==> config.mk <==
export PLATFORM = sky130hd
export DESIGN_NAME = sonar_scheduler
export DESIGN_NICKNAME = d
export VERILOG_FILES = /design/src/rtl/sonar_scheduler.sv
export SDC_FILE = /design/constraint.sdc
export NUM_CORES = 1
export LEC_CHECK = 0
export BUFFER_PORTS_ARGS = -buffer_cell sky130_fd_sc_hd__clkbuf_2
export CAP_MARGIN = 20
export CORE_MARGIN = 2
export CORE_UTILIZATION = 55
export CTS_CLUSTER_DIAMETER = 200
export DETAILED_ROUTE_END_ITERATION = 8
export GPL_TIMING_DRIVEN = 1
export PLACE_DENSITY = 0.89
export SLEW_MARGIN = 15
export SYNTH_ARGS = -nofsm -noshare
export SYNTH_HDL_FRONTEND = slang
export SYNTH_SLANG_ARGS = --single-unit
==> constraint.sdc <==
create_clock -name clk_i -period 3.1 [get_ports clk_i]
set_input_delay 0.62 -clock clk_i [delete_from_list [all_inputs] [get_ports clk_i]]
set_output_delay 0.62 -clock clk_i [all_outputs]
set_load 0.005 [all_outputs]
==> src/rtl/sonar_scheduler.sv <==
// sonar_scheduler
//   Round-robin sequencer that shares one pwm_measure instance among
//   N_SENSORS ultrasonic rangers. One trigger is fired at a time. The selected
//   sensor's synchronized echo is routed to pwm_measure, and the measured
//   distance is latched into a per-sensor slot when the echo ends. On timeout
//   the slot is loaded with 8'hFF instead.
// Ports
//   clk_i            system clock (10 MHz nominal)
//   reset_i          synchronous, active-high reset
//   enable_i         1 = keep scanning, 0 = stop after the current sensor
//   sensor_pwm_i     raw asynchronous echo, one bit per sensor
//   meas_distance_i  distance from the shared pwm_measure, inches
//   sensor_trig_o    per-sensor trigger; at most one bit is high
//   pwm_mux_o        selected synchronized echo, sent to pwm_measure.pwm_in
//   active_sel_o     index of the sensor being serviced
//   dist_out_o       latched distances; slot i = bits [8i+7:8i]
//   dist_valid_o     slot i holds a real (non-timeout) reading
//   sample_strobe_o  1-cycle pulse when any slot updates
//   timeout_flag_o   1-cycle pulse when a slot updates because of a timeout
module sonar_scheduler #(
  parameter int unsigned N_SENSORS      = 4,
  parameter int unsigned TRIG_CYCLES    = 250,
  parameter int unsigned TIMEOUT_CYCLES = 500_000,
  parameter int unsigned LATCH_DELAY    = 4,
  parameter int unsigned GAP_CYCLES     = 1000
) (
  input  logic                   clk_i,
  input  logic                   reset_i,
  input  logic                   enable_i,
  input  logic [N_SENSORS-1:0]   sensor_pwm_i,
  input  logic [7:0]             meas_distance_i,
  output logic [N_SENSORS-1:0]   sensor_trig_o,
  output logic                   pwm_mux_o,
  output logic [2:0]             active_sel_o,
  output logic [8*N_SENSORS-1:0] dist_out_o,
  output logic [N_SENSORS-1:0]   dist_valid_o,
  output logic                   sample_strobe_o,
  output logic                   timeout_flag_o
);

  localparam int unsigned SEL_W   = (N_SENSORS > 1) ? $clog2(N_SENSORS) : 1;
  localparam int unsigned TMO_W   = (TIMEOUT_CYCLES > 2) ? $clog2(TIMEOUT_CYCLES) : 1;
  localparam int unsigned CNT_MAX =
      (TRIG_CYCLES >= GAP_CYCLES && TRIG_CYCLES >= LATCH_DELAY) ? TRIG_CYCLES :
      (GAP_CYCLES >= LATCH_DELAY) ? GAP_CYCLES : LATCH_DELAY;
  localparam int unsigned CNT_W   = $clog2(CNT_MAX + 1);

  localparam logic [CNT_W-1:0]     TRIG_LAST  = CNT_W'(TRIG_CYCLES - 1);
  localparam logic [CNT_W-1:0]     LATCH_LAST = CNT_W'(LATCH_DELAY - 1);
  localparam logic [CNT_W-1:0]     GAP_LAST   = CNT_W'(GAP_CYCLES - 1);
  localparam logic [TMO_W-1:0]     TMO_LAST   = TMO_W'(TIMEOUT_CYCLES - 1);
  localparam logic [SEL_W-1:0]     SEL_LAST   = SEL_W'(N_SENSORS - 1);
  localparam logic [N_SENSORS-1:0] TRIG_ONE   = N_SENSORS'(1);

  typedef enum logic [2:0] {
    IDLE      = 3'd0,
    TRIG      = 3'd1,
    WAIT_HIGH = 3'd2,
    WAIT_LOW  = 3'd3,
    SETTLE    = 3'd4,
    TMO       = 3'd5,
    GAP       = 3'd6
  } state_e;

  state_e                 state_q, state_d;
  logic [CNT_W-1:0]       cnt_q, cnt_d;
  logic [TMO_W-1:0]       tmo_cnt_q, tmo_cnt_d;
  logic [SEL_W-1:0]       sel_q, sel_d;
  logic [N_SENSORS-1:0]   sync1_q, sync2_q;
  logic [N_SENSORS-1:0]   trig_q, trig_d;
  logic                   mux_q, mux_d;
  logic                   strobe_q, strobe_d;
  logic                   tflag_q, tflag_d;
  logic [8*N_SENSORS-1:0] dist_q;
  logic [N_SENSORS-1:0]   valid_q;

  logic       echo_s;
  logic       tmo_hit;
  logic       slot_we;
  logic [7:0] slot_wdata;
  logic       slot_valid;

  // Two-flop synchronizer for every raw echo line
  always_ff @(posedge clk_i) begin
    if (reset_i) begin
      sync1_q <= '0;
      sync2_q <= '0;
    end else begin
      sync1_q <= sensor_pwm_i;
      sync2_q <= sync1_q;
    end
  end

  assign echo_s  = sync2_q[sel_q];
  assign tmo_hit = (tmo_cnt_q == TMO_LAST);

  // Next-state and registered-output logic
  always_comb begin
    state_d    = state_q;
    cnt_d      = cnt_q;
    tmo_cnt_d  = tmo_cnt_q;
    sel_d      = sel_q;
    slot_we    = 1'b0;
    slot_wdata = meas_distance_i;
    slot_valid = 1'b0;
    strobe_d   = 1'b0;
    tflag_d    = 1'b0;

    unique case (state_q)
      IDLE: begin
        cnt_d = '0;
        if (enable_i) state_d = TRIG;
      end
      TRIG: begin
        tmo_cnt_d = tmo_cnt_q + TMO_W'(1);
        cnt_d     = cnt_q + CNT_W'(1);
        if (cnt_q == TRIG_LAST) begin
          cnt_d   = '0;
          state_d = WAIT_HIGH;
        end
      end
      WAIT_HIGH: begin
        tmo_cnt_d = tmo_cnt_q + TMO_W'(1);
        // An echo that is already high counts as the rising edge
        if (echo_s)       state_d = WAIT_LOW;
        else if (tmo_hit) state_d = TMO;
      end
      WAIT_LOW: begin
        tmo_cnt_d = tmo_cnt_q + TMO_W'(1);
        // The falling edge takes priority over a timeout in the same cycle
        if (!echo_s) begin
          cnt_d   = '0;
          state_d = SETTLE;
        end else if (tmo_hit) begin
          state_d = TMO;
        end
      end
      SETTLE: begin
        cnt_d = cnt_q + CNT_W'(1);
        if (cnt_q == LATCH_LAST) begin
          slot_we    = 1'b1;
          slot_wdata = meas_distance_i;
          slot_valid = 1'b1;
          strobe_d   = 1'b1;
          cnt_d      = '0;
          state_d    = GAP;
        end
      end
      TMO: begin
        slot_we    = 1'b1;
        slot_wdata = 8'hFF;
        slot_valid = 1'b0;
        strobe_d   = 1'b1;
        tflag_d    = 1'b1;
        cnt_d      = '0;
        state_d    = GAP;
      end
      GAP: begin
        cnt_d = cnt_q + CNT_W'(1);
        if (cnt_q == GAP_LAST) begin
          cnt_d   = '0;
          sel_d   = (sel_q == SEL_LAST) ? '0 : sel_q + SEL_W'(1);
          state_d = enable_i ? TRIG : IDLE;
        end
      end
      default: begin
        state_d = IDLE;
      end
    endcase

    // A fresh timeout window starts with every trigger
    if (state_d == TRIG && state_q != TRIG) begin
      tmo_cnt_d = '0;
      cnt_d     = '0;
    end

    trig_d = (state_d == TRIG) ? (TRIG_ONE << sel_d) : '0;
    mux_d  = (state_q == WAIT_HIGH || state_q == WAIT_LOW) ? echo_s : 1'b0;
  end

  // Control state registers
  always_ff @(posedge clk_i) begin
    if (reset_i) begin
      state_q   <= IDLE;
      cnt_q     <= '0;
      tmo_cnt_q <= '0;
      sel_q     <= '0;
      trig_q    <= '0;
      mux_q     <= 1'b0;
      strobe_q  <= 1'b0;
      tflag_q   <= 1'b0;
    end else begin
      state_q   <= state_d;
      cnt_q     <= cnt_d;
      tmo_cnt_q <= tmo_cnt_d;
      sel_q     <= sel_d;
      trig_q    <= trig_d;
      mux_q     <= mux_d;
      strobe_q  <= strobe_d;
      tflag_q   <= tflag_d;
    end
  end

  // Result slots: only the slot of the serviced sensor is written
  always_ff @(posedge clk_i) begin
    if (reset_i) begin
      dist_q  <= '0;
      valid_q <= '0;
    end else begin
      for (int i = 0; i < int'(N_SENSORS); i++) begin
        if (slot_we && sel_q == SEL_W'(i)) begin
          dist_q[8*i +: 8] <= slot_wdata;
          valid_q[i]       <= slot_valid;
        end
      end
    end
  end

  assign sensor_trig_o   = trig_q;
  assign pwm_mux_o       = mux_q;
  assign active_sel_o    = 3'(sel_q);
  assign dist_out_o      = dist_q;
  assign dist_valid_o    = valid_q;
  assign sample_strobe_o = strobe_q;
  assign timeout_flag_o  = tflag_q;

endmodule

======== Yosys cells after proc, flatten, opt, wreduce, memory -nomap -nowiden ========
Cells that the tools add are included.
cells by class
  add/sub/neg operators ................... 3
  $lt $le $gt $ge ......................... 1
  equality and inequality tests ........... 16
  shifts and indexed selects .............. 1
  mux-type cells .......................... 24
  bitwise operators ....................... 2
  reduce and logical (&&, ||, !) cells .... 15
operator list
  kind                                                    count
  case mux 10 bit (5 select lines)                        1
  two-way mux 10 bit                                      4
  two-way mux 3 bit                                       7
  case mux 3 bit (7 select lines)                         1
  adder 19 x 1 -> 19 bit (second input constant)          1
  == test 19 bit (second input constant)                  1
  adder 10 x 1 -> 10 bit (second input constant)          1
  == test 10 bit (second input constant)                  1
  == test 10 x 2 -> 1 bit (second input constant)         1
  == test 10 x 8 -> 1 bit (second input constant)         1
  == test 3 bit (second input constant)                   3
  two-way mux 8 bit                                       1
  OR reduction 2 bit                                      4
  == test 3 x 1 -> 1 bit (second input constant)          2
  == test 3 x 2 -> 1 bit (second input constant)          2
  two-way mux 2 bit                                       3
  logical AND 1 bit                                       5
  two-way mux 1 bit                                       5
  nonzero test 5 bit                                      1
  == test 2 bit (second input constant)                   2
  << shifter 1 x 2 -> 4 bit (first input constant)        1
  logical NOT 3 bit                                       1
  < comparator 2 x 3 -> 1 bit (second input constant)     1
  inequality test 3 x 1 -> 1 bit (second input constant)  1
  other kinds (10)                                        11
storage, ports and cells
  flip-flop bits (word level) ............. 85
  input port bits ......................... 15
  output and inout port bits .............. 46
  word-level logic and storage cells ...... 80

======== Longest topological paths before layout ========
  depth in word-level cells ............... 7
  depth in mapped cells ................... 9
  gate-level depth less buffers ........... 7

======== Least setup slack after synthesis ========
Ideal clock, no wire load.
  kind .................................... register -> register
  from .................................... reg cnt_q[0]
  to ...................................... reg trig_q[0] (netlist: sensor_trig_o[0])
  library setup time ...................... 92 ps
  arrival time ............................ 2384 ps
  slack ................................... 624 ps
  stages on the path, launching flop included .. 8
  path buffers ............................ 1
  cells stage by stage .................... dfxtp_1 ha_1 or3b_1 buf_6 nor4_1 mux2_2 or3b_2 nor4_1
between the ends
  cells in the longest elaborated chain, start to end .. 6
  elaborated cells on any way between the ends .. 13
  classes of those cells .................. eq/ne: 4; shift: 1; mux: 6; bitwise: 1; reduce/logical: 1
RTL lines
  what                                         RTL line       source
  start, declared                              66             logic [CNT_W-1:0] cnt_q, cnt_d;
  start signal, assigned                       194            cnt_q <= cnt_d;
  == test 10 bit (tied with other cells)       160            if (cnt_q == GAP_LAST) begin
  two-way mux 3 bit, on equally long branches  160, 117, 140
  case mux 3 bit (7 select lines)              109            unique case (state_q)
  == test 3 x 1 -> 1 bit                       177            trig_d = (state_d == TRIG) ? (TRIG_ONE << sel_d) : '0;
  inverter 1 bit (no source line)              --
  OR reduction 2 bit (no source line)          --
  end signal, assigned                         197            trig_q <= trig_d;
  end, declared                                70             logic [N_SENSORS-1:0] trig_q, trig_d;
Parallel ways exist; a longest one is shown, timed or not.
A chain may end at the register's enable or synchronous reset.

======== Worst setup path in the final report ========
Same ends and word-level chain as after synthesis.

==> impl_metrics.toml <==
[clocking]
hold_buffers = 0
htree_levels = 3
clock_latency_ns = 0.36
cts_setup_buffers = 0
path_clk_slew_ns = 0.08
cts_sinks = 85
tritoncts = "built"
cts.path.max_buffers = 2
clockRootBuffer = "clkbuf_8"
numCtsBuffers = 9
cts.repair.resized = 0

[worst_setup_path]
rr_worst_depth = 6
r2r-end = "sensor_trig_o[0]$_SDFF_PP0_"
reg2reg_from = "cnt_q[0]$_SDFFE_PP0P_"
crit_fanout = 8
critPathLaunchType = "flop"
cp.required_ns = 3.37
path_class = "reg -> reg"
rrSetupSlack_ns = 0.36
arrival_ns = 3.01
worstSetupEndpointType = "flop"
critPathLaunch = "cnt_q[0]$_SDFFE_PP0P_"

[placed_design]
place.port_buffers = 59
place.gp.congestion = 0.852
dp_slack_ns = 0.396
place_inst = 526
dpl_cell_area_mm2 = 0.00408
hpwlAfterDp_um = 5500

[detailed_routing]
wirelength_um = 7790
drcViolationCount = 0
firstDrtPassIters = 4
wl_per_cell_um = 14.4
via_count = 3056
drt-initial-drc-count = 214
via_per_inst = 5.64
postRouteAntennaNets = 0

[worst_hold_path]
hold_start = "sync1_q[1]$_SDFF_PP0_"
min_path_cells = 1
hold_end = "sync2_q[1]$_SDFF_PP0_"
hold_class = "reg -> reg"

[finish]
stdcell_count = 542
nets = 479
diodes = 0
drive_gt1_share_pct = 20.1
final_core_util_pct = 63.4
final_area_mm2 = 0.00426
synthToLayoutAreaGrowth_pct = 13.2

[logic_synthesis]
synthAdderAreaFrac_pct = 2.33
synth_compound_area_share_pct = 5.32
yosysWarnings = 0
synth_cell_types = 55
synthXorXnorAreaFrac_pct = 6.05
yosysSeqAreaShare_pct = 45.2
synthFlopType = "dfxtp_1"
synth-simple-area-share_pct = 26.7
synth_area_leaders = "dfxtp_1 (45%), mux2i_1 (9.0%), nor2_1 (6.8%)"
syn_nets = 426
synthCells = 404
synth_top_area_cell = "dfxtp_1"
synth_top_family_by_area = "simple AND/OR/NAND/NOR gates"
synth_mux_area_share_pct = 9.94
synth-seq-cells = 85
synth_edf_count = 0
syn_area_mm2 = 0.00376
yosys.area.top_type_share_pct = 45.2
synth_async_sr_flop_share_pct = 0
syn_area_per_cell_um2 = 9.32

[timing]
finalHoldViolCount = 0
rsz0062_at_grt = "no"
hold_slack_ns = 0.441
min_period_over_period_pct = 88.2
fin_tns_setup_ns = 0
clock.fmax_mhz = 366
finalCriticalPeriod_ns = 2.74
finalWorstSetupSlack_ns = 0.365
setup_viol = 0
slew_viol_final = 0
maxSlewHeadroom_pct = 56.1
fin_skew_ns = 0.0119
worstMarginPinSlew_ns = 0.658

[power_and_ir_drop]
power.density_mw_per_mm2 = 446
finalPower_mw = 1.90
power_leakage_nw = 1.85
ir_worst_vdd_mv = 0.342

[global_route]
grt_overflow = 0
grt_max_degree = 47
grt_pass1_wl_um = 12900
grt_pass1_vias = 2866
grt_usage_pct = 21.8
antenna_found_initial = 0

[die]
fp.dieW_um = 86.7
fp.dieH_um = 86.7
core_mm2 = 0.00672
num_rows = 30
num_io_pins = 61
die_area_mm2 = 0.00752
start_util_pct = 56.0

[flow_run]
drv_cap = 0

[outcome]
status = "finished, final reports clean"
## metal layers
layer / global-route usage [%] / part of all wire (%) / vias up
li1: - / - / 1494
met1: 26.5 / 42 / 1470
met2: 36.0 / 51 / 73
met3: 4.86 / 4.3 / 19
met4: 11.2 / 2.7 / 0
met5: 0 / 0 / -
## cell families after synthesis
family / count (synthesis)
muxes: 36
adders and majority gates: 7
buffers and inverters: 33
xor gates and xnor gates: 26
AOI/OAI and AO/OA: 28
DFF: 85
and+or+nand+nor: 188
other: 1
## synthesized netlist by cell type, types with 2 or more instances
library cell / n
buf_2: 9
a21oi_1: 3
nand2b_1: 15
clkbuf_1: 8
nor4_4: 2
o31ai_1: 2
or3_1: 3
and4_1: 2
a221oi_1: 4
nand2_1: 15
buf_4: 4
nand3_1: 13
and2_1: 4
nor2_1: 68
nand3b_1: 2
o21ai_0: 8
nor3b_1: 2
nor3_1: 19
nand4_1: 8
nor4_1: 10
ha_1: 7
dfxtp_1: 85
and3_1: 3
xnor2_1: 21
inv_1: 10
xor2_1: 5
mux2i_1: 34
nor2b_1: 11
## cells in the final DEF (no fill, tap or decap), drive strengths merged, types with 2 or more instances in the layout
cell type / instances
nand4: 8
a21oi: 3
o21ai: 8
a221oi: 4
buf: 6
nor2: 68
dfxtp: 85
nor4: 13
clkinv: 2
xnor2: 21
mux2i: 34
nor3b: 2
nand3b: 2
nand2: 15
or3: 3
xor2: 5
nor3: 19
or3b: 2
clkbuf: 68
inv: 12
and3: 3
nand2b: 16
o31ai: 2
nor2b: 11
clkinvlp: 3
and4: 2
nand3: 13
and2: 4
ha: 7
## final cells by class
type	count	area (µm²)
tap	80	100
inverter	10	37.5
clock buffer	9	124
timing repair buffer	65	340
multi-input combinational	286	1900
sequential	85	1700
clock inverter	7	57.6
fill	517	2460
## worst max path at each step
stage	slack, ns	endpoint
final	0.36	sensor_trig_o[0]$_SDFF_PP0_
after CTS	0.37	sensor_trig_o[0]$_SDFF_PP0_
after global routing	0.22	sensor_trig_o[0]$_SDFF_PP0_
after detailed placement	0.40	sensor_trig_o[0]$_SDFF_PP0_
after global placement	0.49	sensor_trig_o[0]$_SDFF_PP0_
after floorplan	0.62	sensor_trig_o[0]$_SDFF_PP0_
## worst max-delay path, cell delays in order (launching register included)
cell and delay [ns]:
dfxtp_1 0.47, ha_1 0.23, or3b_1 0.51, nor4_1 0.44
mux2_2 0.38, or3b_2 0.46, nor4_1 0.15
## state kept, by name, indices dropped and copies added (netlist names)
register and cells:
pwm_mux_o 1, state_q 3, tmo_cnt_q 19, timeout_flag_o 1, sel_q 2, dist_out_o 32
cnt_q 10, sync2_q 4, sensor_trig_o 4, dist_valid_o 4, sync1_q 4, sample_strobe_o 1
## where the power goes
group	leakage (nW)	internal (mW)	switching, mW	total, mW
registers	0.687	1.10	0.00874	1.11
clock network	0.0824	0.299	0.419	0.717
logic	1.08	0.0290	0.0440	0.0731
total	1.85	1.43	0.472	1.90
Note: power is estimated with default switching activity, not from simulation.
